File: config.mk
export PLATFORM = sky130hd
export DESIGN_NAME = id_ex_stage
export DESIGN_NICKNAME = d
export VERILOG_FILES = /design/src/rtl/id_ex_stage.sv
export SDC_FILE = /design/constraint.sdc
export NUM_CORES = 1
export LEC_CHECK = 0
export BUFFER_PORTS_ARGS = -buffer_cell sky130_fd_sc_hd__buf_2
export CAP_MARGIN = 20
export CELL_PAD_IN_SITES_DETAIL_PLACEMENT = 2
export CELL_PAD_IN_SITES_GLOBAL_PLACEMENT = 2
export CORE_AREA = 2 2 260 262
export DETAILED_ROUTE_END_ITERATION = 7
export DIE_AREA = 0 0 262 264
export PLACE_DENSITY = 0.67
export SYNTH_ARGS = -nofsm -noshare
export SYNTH_HDL_FRONTEND = slang
export SYNTH_SLANG_ARGS = --single-unit
export TNS_END_PERCENT = 1
File: constraint.sdc
create_clock -name clock -period 1.7 [get_ports clock]
set_input_delay 0.425 -clock clock [delete_from_list [all_inputs] [get_ports clock]]
set_output_delay 0.425 -clock clock [all_outputs]
set_load 0.01 [all_outputs]
File: src/rtl/id_ex_stage.sv
// ID/EX pipeline register with load-use hazard detection, flush and hold.
// Optional perf counters are built only when ID_EX_PERF_CNT_EN is defined.
module id_ex_stage #(
    parameter int XLEN       = 64,
    parameter int REG_ADDR_W = 5
) (
    input  logic                  clock,
    input  logic                  reset,
    input  logic                  idValid,
    input  logic                  branch,
    input  logic                  memRead,
    input  logic                  memToReg,
    input  logic                  memWrite,
    input  logic                  aluSrc,
    input  logic                  regWrite,
    input  logic                  regDst,
    input  logic [1:0]            aluOp,
    input  logic [3:0]            funct,
    input  logic [REG_ADDR_W-1:0] rs1,
    input  logic [REG_ADDR_W-1:0] rs2,
    input  logic [REG_ADDR_W-1:0] rd,
    input  logic [XLEN-1:0]       readData1,
    input  logic [XLEN-1:0]       readData2,
    input  logic [XLEN-1:0]       imm,
    input  logic [XLEN-1:0]       pcId,
    input  logic                  flush,
    input  logic                  exStall,
    output logic                  stallIfId,
    output logic                  exValid,
    output logic                  exBranch,
    output logic                  exMemRead,
    output logic                  exMemToReg,
    output logic                  exMemWrite,
    output logic                  exAluSrc,
    output logic                  exRegWrite,
    output logic                  exRegDst,
    output logic [1:0]            exAluOp,
    output logic [3:0]            exFunct,
    output logic [REG_ADDR_W-1:0] exRs1,
    output logic [REG_ADDR_W-1:0] exRs2,
    output logic [REG_ADDR_W-1:0] exRd,
    output logic [XLEN-1:0]       exReadData1,
    output logic [XLEN-1:0]       exReadData2,
    output logic [XLEN-1:0]       exImm,
    output logic [XLEN-1:0]       exPc,
    output logic [31:0]           stallCycles,
    output logic [31:0]           bubbleCount,
    output logic [31:0]           flushCount
);

    typedef struct packed {
        logic       branch;
        logic       memRead;
        logic       memToReg;
        logic       memWrite;
        logic       aluSrc;
        logic       regWrite;
        logic       regDst;
        logic [1:0] aluOp;
        logic [3:0] funct;
    } ctrl_t;

    typedef struct packed {
        logic [REG_ADDR_W-1:0] rs1;
        logic [REG_ADDR_W-1:0] rs2;
        logic [REG_ADDR_W-1:0] rd;
        logic [XLEN-1:0]       rdata1;
        logic [XLEN-1:0]       rdata2;
        logic [XLEN-1:0]       imm;
        logic [XLEN-1:0]       pc;
    } data_t;

    logic  valid_q, valid_d;
    ctrl_t ctrl_q, ctrl_d;
    data_t data_q, data_d;
    ctrl_t ctrl_in;
    data_t data_in;

    logic uses_rs2;
    logic rs1_match;
    logic rs2_match;
    logic hazard;
    logic do_bubble;
    logic do_hold;

    assign uses_rs2  = !aluSrc | memWrite;
    assign rs1_match = (ctrl_q.memRead ? data_q.rd : '0) == rs1;
    assign rs2_match = uses_rs2 & (data_q.rd == rs2);

    assign hazard = valid_q
                  & ctrl_q.memRead
                  & ctrl_q.regWrite
                  & (data_q.rd != '0)
                  & idValid
                  & ((data_q.rd == rs1) | rs2_match);

    assign stallIfId = !flush & (hazard | exStall);
    assign do_bubble = flush | (!exStall & hazard);
    assign do_hold   = !flush & exStall;

    // Invalid slots carry no control; memToReg/regDst mean nothing without a write.
    always_comb begin
        ctrl_in          = '0;
        if (idValid) begin
            ctrl_in.branch   = branch;
            ctrl_in.memRead  = memRead;
            ctrl_in.memToReg = memToReg & regWrite;
            ctrl_in.memWrite = memWrite;
            ctrl_in.aluSrc   = aluSrc;
            ctrl_in.regWrite = regWrite;
            ctrl_in.regDst   = regDst & regWrite;
            ctrl_in.aluOp    = aluOp;
            ctrl_in.funct    = funct;
        end
    end

    always_comb begin
        data_in.rs1    = rs1;
        data_in.rs2    = rs2;
        data_in.rd     = rd;
        data_in.rdata1 = readData1;
        data_in.rdata2 = readData2;
        data_in.imm    = imm;
        data_in.pc     = pcId;
    end

    always_comb begin
        valid_d = idValid;
        ctrl_d  = ctrl_in;
        data_d  = data_in;
        if (do_bubble) begin
            valid_d = 1'b0;
            ctrl_d  = '0;
            data_d  = '0;
        end else if (do_hold) begin
            valid_d = valid_q;
            ctrl_d  = ctrl_q;
            data_d  = data_q;
        end
    end

    always_ff @(posedge clock) begin
        if (reset) begin
            valid_q <= 1'b0;
            ctrl_q  <= '0;
            data_q  <= '0;
        end else begin
            valid_q <= valid_d;
            ctrl_q  <= ctrl_d;
            data_q  <= data_d;
        end
    end

    assign exValid     = valid_q;
    assign exBranch    = ctrl_q.branch;
    assign exMemRead   = ctrl_q.memRead;
    assign exMemToReg  = ctrl_q.memToReg;
    assign exMemWrite  = ctrl_q.memWrite;
    assign exAluSrc    = ctrl_q.aluSrc;
    assign exRegWrite  = ctrl_q.regWrite;
    assign exRegDst    = ctrl_q.regDst;
    assign exAluOp     = ctrl_q.aluOp;
    assign exFunct     = ctrl_q.funct;
    assign exRs1       = data_q.rs1;
    assign exRs2       = data_q.rs2;
    assign exRd        = data_q.rd;
    assign exReadData1 = data_q.rdata1;
    assign exReadData2 = data_q.rdata2;
    assign exImm       = data_q.imm;
    assign exPc        = data_q.pc;

`ifdef ID_EX_PERF_CNT_EN
    logic [31:0] stall_cnt_q, stall_cnt_d;
    logic [31:0] bubble_cnt_q, bubble_cnt_d;
    logic [31:0] flush_cnt_q, flush_cnt_d;
    logic        hazard_bubble;

    // A flush-induced bubble is not a hazard bubble.
    assign hazard_bubble = !flush & !exStall & hazard;

    always_comb begin
        stall_cnt_d  = stall_cnt_q;
        bubble_cnt_d = bubble_cnt_q;
        flush_cnt_d  = flush_cnt_q;
        if (stallIfId && stall_cnt_q != '1) begin
            stall_cnt_d = stall_cnt_q + 32'd1;
        end
        if (hazard_bubble && bubble_cnt_q != '1) begin
            bubble_cnt_d = bubble_cnt_q + 32'd1;
        end
        if (flush && flush_cnt_q != '1) begin
            flush_cnt_d = flush_cnt_q + 32'd1;
        end
    end

    always_ff @(posedge clock) begin
        if (reset) begin
            stall_cnt_q  <= '0;
            bubble_cnt_q <= '0;
            flush_cnt_q  <= '0;
        end else begin
            stall_cnt_q  <= stall_cnt_d;
            bubble_cnt_q <= bubble_cnt_d;
            flush_cnt_q  <= flush_cnt_d;
        end
    end

    assign stallCycles = stall_cnt_q;
    assign bubbleCount = bubble_cnt_q;
    assign flushCount  = flush_cnt_q;
`else
    assign stallCycles = '0;
    assign bubbleCount = '0;
    assign flushCount  = '0;
`endif

    logic unused_ok;
    assign unused_ok = rs1_match;

endmodule

==> flow_metrics.env <==
export IMPL_antenna_found_initial=12
export IMPL_num_vias=12200
export IMPL_synth_edf_count=0
export IMPL_synth_avg_cell_area_um2=9.25
export IMPL_post_dp_hpwl_mm=41.1
export IMPL_clk_pin_slew_ps=60
export IMPL_die_h_um=264
export IMPL_synth_area_leaders="dfxtp_1 44%, mux2_2 24%, a21oi_1 11%"
export IMPL_drc=0
export IMPL_wirelength_mm=54.4
export IMPL_violations="negative setup slack"
export IMPL_grt_pass1_wl_mm=79.6
export IMPL_critical_path_top_delay_family="buffers and inverters"
export IMPL_cts_tree="built"
export IMPL_worstPathMaxFanout=3
export IMPL_ys_warn_count=0
export IMPL_die_x_um=262
export IMPL_required_ps=1270
export IMPL_grt_pass1_vias=13200
export IMPL_cp_start_kind="flop"
export IMPL_final_util_pct=28.2
export IMPL_ys_ff_latch=285
export IMPL_period_minus_slack_ps=2240
export IMPL_vias_per_cell=4.19
export IMPL_path_buf_inv=3
export IMPL_hold_class="in2reg"
export IMPL_initial_core_util_pct=19.5
export IMPL_grt_max_degree=46
export IMPL_r2r_end="exPc[57]"
export IMPL_drt_pre_antenna_iters=4
export IMPL_netlist_area_leader_share_pct=43.9
export IMPL_hold_viol=0
export IMPL_ys_types=22
export IMPL_seq_area_frac_synth_pct=43.9
export IMPL_grt_use_met1_pct=16.1
export IMPL_slowest_stage="dfxtp_4"
export IMPL_min_from="branch"
export IMPL_place_gp_congestion=0.803
export IMPL_busiest_layer="met2"
export IMPL_rsz0062_at_grt="yes"
export IMPL_p_per_area_nw_per_um2=915
export IMPL_wl_per_cell_um=18.7
export IMPL_fmax_mhz=446
export IMPL_crit_type="reg2out"
export IMPL_grt_use_total_pct=14.8
export IMPL_fin_ws_ps=-543
export IMPL_irDropWorstVdd_v=0.000470
export IMPL_syn_inst=1403
export IMPL_met2_usage_pct=28.0
export IMPL_regToRegStartpoint="exRd[1]"
export IMPL_fin_crit_sh_pct=132
export IMPL_fin_total_pwr_uw=17200
export IMPL_drive_gt1_share_pct=51.6
export IMPL_cts_buffer_depth=3
export IMPL_cts_hold_buf=0
export IMPL_path_cells="buf_6, xnor2_2, nand3_2, o22ai_4, buf_12, a21o_1, buf_6"
export IMPL_max_stage_delay_ps=360
export IMPL_ant_nets=0
export IMPL_insertion_delay_ps=540
export IMPL_maxCapViolCount=0
export IMPL_numPortBuffers=574
export IMPL_area_growth_pct=44.6
export IMPL_drt_iter0_drc=323
export IMPL_cts_sinks=285
export IMPL_slew_viol_final=0
export IMPL_worst_clock_skew_ps=11.9
export IMPL_use_met3_pct=3.55
export IMPL_root_buffer="clkbuf_16"
export IMPL_status="finished, violations left"
export IMPL_dieArea_um2=69200
export IMPL_grt_ovfl_total=0
export IMPL_numCtsBuffers=38
export IMPL_syn_cell_area_um2=13000
export IMPL_cpMostUsedCell="buf_6"
export IMPL_path_depth=7
export IMPL_min_path_cells=4
export IMPL_cp_arrival_ps=1820
export IMPL_reg2reg_depth=11
export IMPL_setup_viol=154
export IMPL_synth_main_ff_cell="dfxtp_1"
export IMPL_nNetsFinal=2292
export IMPL_crit_path_end_kind="output port"
export IMPL_cts_htree_levels=2
export IMPL_ff2ff_setup_slack_ps=-250
export IMPL_p_leak_uw=0.00884
export IMPL_synth_top_area_cell="dfxtp_1"
export IMPL_synth_async_reset_ratio_pct=0
export IMPL_min_to="exBranch"
export IMPL_ios=671
export IMPL_fp_row_count=95
export IMPL_coreArea_um2=66600
==> cells by family after synthesis <==
logic type	after synthesis	synth area share (%)
other	1	0.0289
xor gates and xnor gates	10	0.675
DFF	285	43.9
buffers and inverters	224	10.5
AOI/OAI and AO/OA	303	12.1
and+or+nand+nor	308	9.16
muxes	272	23.6
==> synth_stat cells (all sizes together) (2+ instances only) <==
master / number
nand4: 4
mux2: 272
nor2: 2
a21o: 14
xnor2: 10
a21oi: 285
a211oi: 2
nand2: 286
buf: 183
dfxtp: 285
clkbuf: 40
nand3: 12
==> power breakdown <==
part	internal (µW)	leakage, µW	switching [µW]
Combinational	1270	0.00595	1280
Clock	4470	0.000553	3070
Sequential	6950	0.00233	139
Total	12700	0.00884	4490
==> through the flow <==
stage | hold slack, ps | instance area [µm²] | setup TNS, ps | setup WS, ps | instances
after floorplan | 548 | 13300 | 0 | 7.93 | 1498
after global placement | 511 | 17300 | -54130 | -336 | 2826
after detailed placement | 527 | 17300 | -55100 | -309 | 2826
after CTS | 205 | 18500 | -5440 | -678 | 2891
after global routing | 243 | 18800 | -46880 | -652 | 2905
final | 251 | 18800 | -24360 | -543 | 2908
==> state kept, by name (all words and copies together), names as in the netlist, 2 cells and up <==
register / cells
exRd: 5
exRs2: 5
exReadData2: 64
exFunct: 4
exRs1: 5
exImm: 64
exReadData1: 64
exAluOp: 2
exPc: 64
==> worst max path at each step <==
stage | from | to | slack [ps]
after CTS | exRd[4] | stallIfId | -680
after global routing | exRd[4] | stallIfId | -650
after detailed placement | rs2[1] | stallIfId | -310
final | exRd[1] | stallIfId | -540
after global placement | rs2[4] | stallIfId | -340
after floorplan | exRd[3] | stallIfId | 8
==> worst reg2reg max path: cells and delay by family (launching register included) <==
family,cells,cell delay [ps]
buf+inv,7,920
flops,1,360
compound gates,2,310
xor+xnor,1,120
simple gates,1,120
==> cell type report <==
class,instances,area (µm²)
Fill cell,7698,47800
Multi-Input combinational cell,989,6440
Sequential cell,285,5720
Timing Repair Buffer,688,4350
Clock buffer,59,1110
Tap cell,873,1090
Clock inverter,5,37.5
Antenna cell,8,20.0
Inverter,1,3.75
==> repair_timing <==
item | CTS | global route
pin swaps | 3 | 4
setup endpoints to repair | 275 | 273
buffers inserted | 1 | 7
cloned | 0 | 3
resized for setup | 24 | 30
==> per-layer routing <==
layer | wire, µm | vias up
met4 | 1350 | 8
met5 | 56 | -
li1 | - | 5762
met3 | 3510 | 74
met1 | 20600 | 5988
met2 | 28900 | 361
==> placed cells by master, fill, tap and decap left out, types with 2 or more instances in the layout <==
master and instances:
xnor2_1 3, diode_2 8, dfxtp_2 2, buf_2 572
nand2_1 285, nand4_1 4, nand3_1 11, dfxtp_1 280
mux2_2 272, clkbuf_1 14, buf_4 63, conb_1 96
buf_6 8, xnor2_2 6, clkbuf_16 42, buf_12 41
dfxtp_4 3, clkbuf_8 6, a21oi_1 270, a21oi_2 14
clkinvlp_4 2, a21o_1 14
No activity file was read; power rests on OpenSTA's default activity.
